<file path="src/rtl/disp16_pkg.sv">
// Shared definitions for the 16-channel round-robin dispatcher:
// FSM state encoding and the default completion timeout.
package disp16_pkg;

  typedef enum logic [1:0] {
    S_IDLE   = 2'd0,
    S_SEARCH = 2'd1,
    S_ISSUE  = 2'd2,
    S_WAIT   = 2'd3
  } state_t;

  localparam int TIMEOUT_DEFAULT = 255;
  localparam int CNT_W           = 8;

endpackage

</file>
<file path="src/rtl/rr_pick16.sv">
// Combinational round-robin picker: first eligible channel at or after ptr,
// wrapping 15 -> 0.
module rr_pick16 (
  input  logic [15:0] eligible,
  input  logic [3:0]  ptr,
  output logic        found,
  output logic [3:0]  idx
);

  logic [3:0] cand;

  // Scan from the farthest offset down so the nearest eligible index wins.
  always_comb begin
    found = 1'b0;
    idx   = 4'd0;
    cand  = 4'd0;
    for (int k = 15; k >= 0; k--) begin
      cand = ptr + 4'(k);
      if (eligible[cand]) begin
        found = 1'b1;
        idx   = cand;
      end
    end
  end

endmodule

</file>
<file path="src/rtl/disp16.sv">
// Round-robin request dispatcher over 16 channels with per-dispatch
// completion tracking and a completion timeout.
module disp16
  import disp16_pkg::*;
#(
  parameter int TIMEOUT = TIMEOUT_DEFAULT
) (
  input  logic        clk,
  input  logic        reset,
  input  logic        req,
  output logic        ack,
  input  logic [15:0] en,
  input  logic [15:0] busy,
  input  logic [15:0] done,
  output logic [15:0] strb,
  output logic [3:0]  chan,
  output logic        idle,
  output logic        err
);

  state_t             state, state_nxt;
  logic [3:0]         ptr;
  logic [CNT_W-1:0]   cnt;
  logic               pick_found;
  logic [3:0]         pick_idx;
  logic               take, hit, expire;
  logic [15:0]        strb_nxt;
  logic               ack_nxt, err_nxt, idle_nxt;

  rr_pick16 u_pick (
    .eligible (en & ~busy),
    .ptr      (ptr),
    .found    (pick_found),
    .idx      (pick_idx)
  );

  assign take   = (state == S_SEARCH) && req && pick_found;
  assign hit    = done[chan];
  assign expire = (cnt == CNT_W'(TIMEOUT - 1));

  always_ff @(posedge clk or posedge reset) begin
    if (reset) state <= S_IDLE;
    else       state <= state_nxt;
  end

  always_comb begin
    state_nxt = state;
    case (state)
      S_IDLE:   if (req) state_nxt = S_SEARCH;
      S_SEARCH: begin
        if (!req)           state_nxt = S_IDLE;
        else if (pick_found) state_nxt = S_ISSUE;
      end
      S_ISSUE:  state_nxt = S_WAIT;
      S_WAIT:   if (hit || expire) state_nxt = S_IDLE;
      default:  state_nxt = S_IDLE;
    endcase
  end

  // Outputs are decoded one cycle early and registered, so strb/ack line up
  // with the ISSUE state and err/idle with the return to IDLE.
  always_comb begin
    strb_nxt = take ? (16'd1 << pick_idx) : 16'd0;
    ack_nxt  = take;
    err_nxt  = (state == S_WAIT) && !hit && expire;
    idle_nxt = (state_nxt == S_IDLE);
  end

  always_ff @(posedge clk or posedge reset) begin
    if (reset) begin
      strb <= 16'd0;
      ack  <= 1'b0;
      err  <= 1'b0;
      idle <= 1'b1;
    end else begin
      strb <= strb_nxt;
      ack  <= ack_nxt;
      err  <= err_nxt;
      idle <= idle_nxt;
    end
  end

  always_ff @(posedge clk or posedge reset) begin
    if (reset) begin
      ptr  <= 4'd0;
      chan <= 4'd0;
      cnt  <= '0;
    end else begin
      if (take) chan <= pick_idx;
      if (state == S_ISSUE) cnt <= '0;
      if (state == S_WAIT) begin
        if (hit || expire) ptr <= chan + 4'd1;
        else               cnt <= cnt + CNT_W'(1);
      end
    end
  end

endmodule
</file>
<file path="config.mk">
export PLATFORM = sky130hd
export DESIGN_NAME = disp16
export DESIGN_NICKNAME = d
export VERILOG_FILES = /design/src/rtl/disp16_pkg.sv /design/src/rtl/rr_pick16.sv /design/src/rtl/disp16.sv
export SDC_FILE = /design/constraint.sdc
export NUM_CORES = 1
export LEC_CHECK = 0
export ABC_AREA = 1
export ABC_CLOCK_PERIOD_IN_PS = 7100
export BUFFER_PORTS_ARGS = -buffer_cell sky130_fd_sc_hd__buf_2
export CAP_MARGIN = 20
export CORE_MARGIN = 1.5
export CORE_UTILIZATION = 50
export CTS_CLUSTER_SIZE = 14
export DETAILED_ROUTE_END_ITERATION = 8
export PLACE_DENSITY = 0.74
export SETUP_SLACK_MARGIN = 0.5
export SLEW_MARGIN = 0
export SYNTH_ARGS = -nofsm -noshare
export SYNTH_HDL_FRONTEND = slang
export SYNTH_SLANG_ARGS = --single-unit
export TNS_END_PERCENT = 5
</file>
<file path="constraint.sdc">
create_clock -name clk -period 7.1 [get_ports clk]
set_input_delay 1.065 -clock clk [delete_from_list [all_inputs] [get_ports clk]]
set_output_delay 1.065 -clock clk [all_outputs]
set_load 0.05 [all_outputs]
</file>
* Yosys cells after proc, flatten, opt, wreduce, memory -nomap -nowiden *
Cells that the tools add are included.

cells by class
  muxes and demuxes = 75
  $add $sub $neg = 17
  div/mod/pow operators = 0
  equal/unequal tests = 4
  magnitude comparators = 17
  reductions and logical operators = 9
  bitwise operators = 2
  shift-type cells = 1
  multiply operators = 0

operators by type and width
  operator              number
  $lt 4x5->1 const B    17
  $bmux 1 s4            17
  $mux 4                16
  $mux 1                33
  $add 4x4->4 const B   8
  $mux 8                3
  $add 4x3->4 const B   4
  $and 16x16->16        1
  $mux 16               1
  $not 16->16           1
  $shl 1x4->16 const A  1
  $add 4x1->4 const B   2
  $add 4x2->4 const B   2
  $add 8x1->8 const B   1
  $eq 8x8->1 const B    1
  $mux 2                4
  $pmux 2 s4            1
  $eq 2x2->1 const B    2
  $logic_and 1x1->1     4
  $logic_not 2->1       2
  $eq 2x1->1 const B    1
  $reduce_and 2->1      1
  $logic_not 1->1       1
  $logic_or 1x1->1      1

word-level totals
  memories = 0
  bits in writable memories = 0
  logic and storage cells = 133
  flip-flop bits (word level) = 37
  bits in latches = 0
  output and inout port bits = 23
  ROM bits = 0

* Longest topological paths before layout *
  depth after elaboration = 24
  mapped depth = 29

* Cells and area by module *
A second synthesis with hierarchy kept.

unflattened totals
  cell total of the unflattened synthesis = 583
  area, all modules = 3,601.0 um^2

by module, submodules not included
  module     sequential area each (um^2)  instances  cells an instance  area each (um^2)
  disp16     927.1                        1          219                1,816.7
  rr_pick16  0.0                          1          364                1,784.2

* Least setup slack after synthesis *
OpenSTA, ideal clock, no wires.

  path kind = register -> register
  from = register ptr[1]
  to = register strb[14]
  period minus slack after synthesis = 2.854 ns
  path buffers = 2
  library setup time = 0.081 ns
  stages on the path, launching flop included = 28
  slack = 4.246 ns
  arrival time = 2.773 ns
  path through = dfrtp_1 inv_1 buf_2 ha_1 inv_1 buf_2 nand3_1 nand2_1 nand2_1 nand3_1 nand2_2 nor2_1 nand2_1 nand3_1 nand2_1 nand2_1 nand2_1 nand2_1 nand2_1 nand2_1 nand2_1 nand2_1 nand2_1 nand2_1 nand2_2 nand2_2 nand2_8 nor3_2

on the way
  cells in the longest elaborated chain, start to end = 21
  elaborated cells on any way between the ends = 82

RTL lines
  item                                                      line                        text
  start: declaration                                        disp16.sv:22                logic [3:0] ptr;
  start signal: assignment                                  disp16.sv:92                if (hit || expire) ptr <= chan + 4'd1;
  $add 4x4->4                                               rr_pick16.sv:18             cand = ptr + 4'(k);
  $bmux 1 s4                                                rr_pick16.sv:19             if (eligible[cand]) begin
  $mux 1 (implied by the code)                              rr_pick16.sv:19
  $mux 4 / $mux 1 (equally long branches) (16 in a row)     rr_pick16.sv:19
  $shl 1x4->16 / $logic_and 1x1->1 (equally long branches)  disp16.sv:63, disp16.sv:37
  $mux 16 *                                                 disp16.sv:63                strb_nxt = take ? (16'd1 << pick_idx) : 16'd0;
  net strb_nxt[14]                                          disp16.sv:27                logic [15:0] strb_nxt;
  end signal: assignment                                    disp16.sv:76                strb <= strb_nxt;
  end: declaration                                          disp16.sv:15                output logic [15:0] strb,

The timed path passes the listed nets; every way through them passes the cells marked *. The select of a mux whose other input is x is not followed.
A chain may end at the register's enable or synchronous reset.

* Worst setup path in the final report *
  from = register ptr[0]
  to = register strb[6]

Same word-level chain as after synthesis.

==> metrics.txt <==
DIE AREA ~7800 um^2; Synth-to-Final Area Change 14.7%; Synthesized Nets 597; Die W approximately 88 um; multi-input logic area approximately 2400 um^2; Req. time, crit path about 7.3 ns; Reg clk slew, reported paths about 0.08 ns; clk_skew 0.0110 ns; standard-cell rows 30; worst-margin pin slew ~1.1 ns; syn_area_per_cell approximately 6.8 um^2; cell accounting for the most synthesized area dfrtp_1; share of cells above drive strength 1 0.233; Clk Latency, worst-skew pair roughly 0.30 ns; via count of the first global-routing pass ~3800; most common cell in the netlist nand2_1; arrival time worst endpoint 4.82 ns; sequential area share after synthesis 0.256; Final Cycle Share 0.649; RSZ-0062 raised after global routing false; status complete, no violations; worst-path fanout max 30; critical path type flip-flop to flip-flop; YS warnings 0; final WL 10.4 mm; first-pass GRT wire length ~17 mm; top cell type's share of synthesized area 0.249; Die H just under 90 um; I/O Buffers 73; Post-synth EDFFs 0; ANT nets after route 0; hpwl dp around 8 mm; async set or reset register ratio after synthesis 1.00; largest net degree at the start of global routing 38; Tmin final 4.60 ns; Hold WC Path Type flip-flop to flip-flop; 1st-pass router iterations 5; Distinct cells, synth 47; DRC Markers 0; H-tree depth 2; DRT iter0 DRCs about 320; Max Slew Vio Count 0; global placement routability congestion 0.968; Ports 74; Fill cells 665; Clock Root Buffer clkbuf_8; CTS resizes 0; Top FF cell, synth dfrtp_1; number of clock sinks 37; Antenna diodes 0; Max clock buf depth 2; ranking of synthesized cells by area dfrtp_1 25%, nand2_1 15%, nand3_1 14%; cell count after synthesis 536; post-synthesis instance area between 3000 and 4000 um^2; setup_tns 0 ns; total of max-cap violations 0; CTS tree done; Via Count around 3900; initial antenna violation count 0; DR WL/cell 14.9 um; final setup fails 0; FF+latch area between 900 and 1000 um^2; Worst Setup Start Kind flip-flop; routed vias/inst around 5.5; total grt overflow 0; most frequent cells after synthesis 143 x nand2_1, 101 x nand3_1, 50 x inv_1; FF+latch count, synth 37; CP endpoint kind flip-flop; core box area a little under 7000 um^2; postcts setup bufs 0; Hold Vio Cnt, Final 0; Starting Density 0.525; Num CTS Buffers 5; hold buffer count at CTS 0; Slew headroom 0.279; Fmax achieved approximately 220 MHz; final net count 665; GRT Total Usage 0.287
## layout make-up
type,instances,area share
clock buffer,5,0.0166
clock inverter,3,0.0166
inverter,61,0.0551
multi-input combinational,425,0.570
sequential,37,0.223
tap,96,0.0289
timing repair buffer,74,0.0897
## logic make-up after synthesis
kind of cell               count (synthesis)  synth area share
and+or+nand+nor                          327             0.442
adders and majority gates                 10            0.0345
muxes                                      2           0.00553
DFF                                       37             0.256
xor gates and xnor gates                  17            0.0556
AOI/OAI and AO/OA                         69             0.116
buffers and inverters                     74            0.0905
## through the flow
stage / area, um^2 / hold WS, ns / utilization / setup slack (ns) / instances
global placement: 4020 / 0.512 / 0.582 / 2.77 / 693
detailed placement: 4020 / 0.524 / 0.582 / 2.64 / 693
finish: 4160 / 0.543 / 0.602 / 2.50 / 701
global route: 4160 / 0.564 / 0.602 / 2.08 / 701
floorplan: 3620 / 0.494 / - / 4.25 / 536
CTS: 4160 / 0.544 / 0.602 / 2.61 / 701
## placed cells by master (no fill, tap or decap), types with 2 or more instances in the layout
cell type  netlist  layout
a21oi_1         31      31
a21oi_2          2       2
a31oi_1          2       2
buf_2            4      73
bufinv_16        0       2
clkbuf_8         0       5
dfrtp_1         36      36
ha_1            10      10
inv_1           50      50
inv_2           10      10
mux2i_1          2       2
nand2_1        143     143
nand2_2         11      11
nand2_4          4       4
nand3_1        101     101
nand3_2         15      15
nand3b_1         2       2
nand4_1          3       3
nor2_1          35      35
nor3_1           2       2
nor3_2           4       4
nor4_1           2       2
o211ai_1         2       2
o21ai_0         16      16
o21ai_1          4       4
o221ai_1         2       2
o22ai_1          2       2
o32ai_1          2       2
xnor2_1          3       3
xnor2_2          2       2
xor2_1          10      10
xor2_4           2       2
## path summary, 6_finish.rpt
kind / slack, ns / start / cells past startpoint / end
max: 2.50 / ptr[0] / 24 / strb[6]
min: 0.54 / cnt[4] / 2 / cnt[4]
max reg2reg: 2.50 / ptr[0] / 24 / strb[6]
min reg2reg: 0.54 / cnt[4] / 2 / cnt[4]
max in group asynchronous: 5.86 / reset / 3 / idle
min in group asynchronous: 0.88 / reset / 3 / strb[10]
## critical path, stage by stage (launching register included)
cell	delay, ns
dfrtp_1	1.06
inv_2	0.37
ha_1	0.71
inv_1	0.33
nand3_1	0.17
nand2_1	0.10
nand2_1	0.11
nand3_1	0.11
nand2_2	0.16
inv_2	0.06
nand2_1	0.06
nand2_1	0.05
nand2_1	0.05
nand2_1	0.05
nand2_1	0.06
nand2_1	0.04
nand2_1	0.06
nand2_1	0.05
nand3b_1	0.12
nand2_1	0.06
nand2_1	0.07
nand2_2	0.08
a21oi_4	0.26
nand3_2	0.16
nor3_2	0.15
## flip-flops by register name (all words and copies together), names as in the netlist
signal and flops:
strb 16, cnt 8, chan 4, ptr 4
state 2, ack 1, err 1, idle 1
## layer usage
layer,global-route usage,routed length (um),vias up
met4,0.119,274,0
met2,0.480,4990,160
met5,0,0,-
met3,0.0443,693,23
met1,0.369,4460,1769
li1,-,-,1910
Power is left out: the tool's default activity adds up to more than one toggle a clock period on the data nets, which glitch-free logic cannot reach.
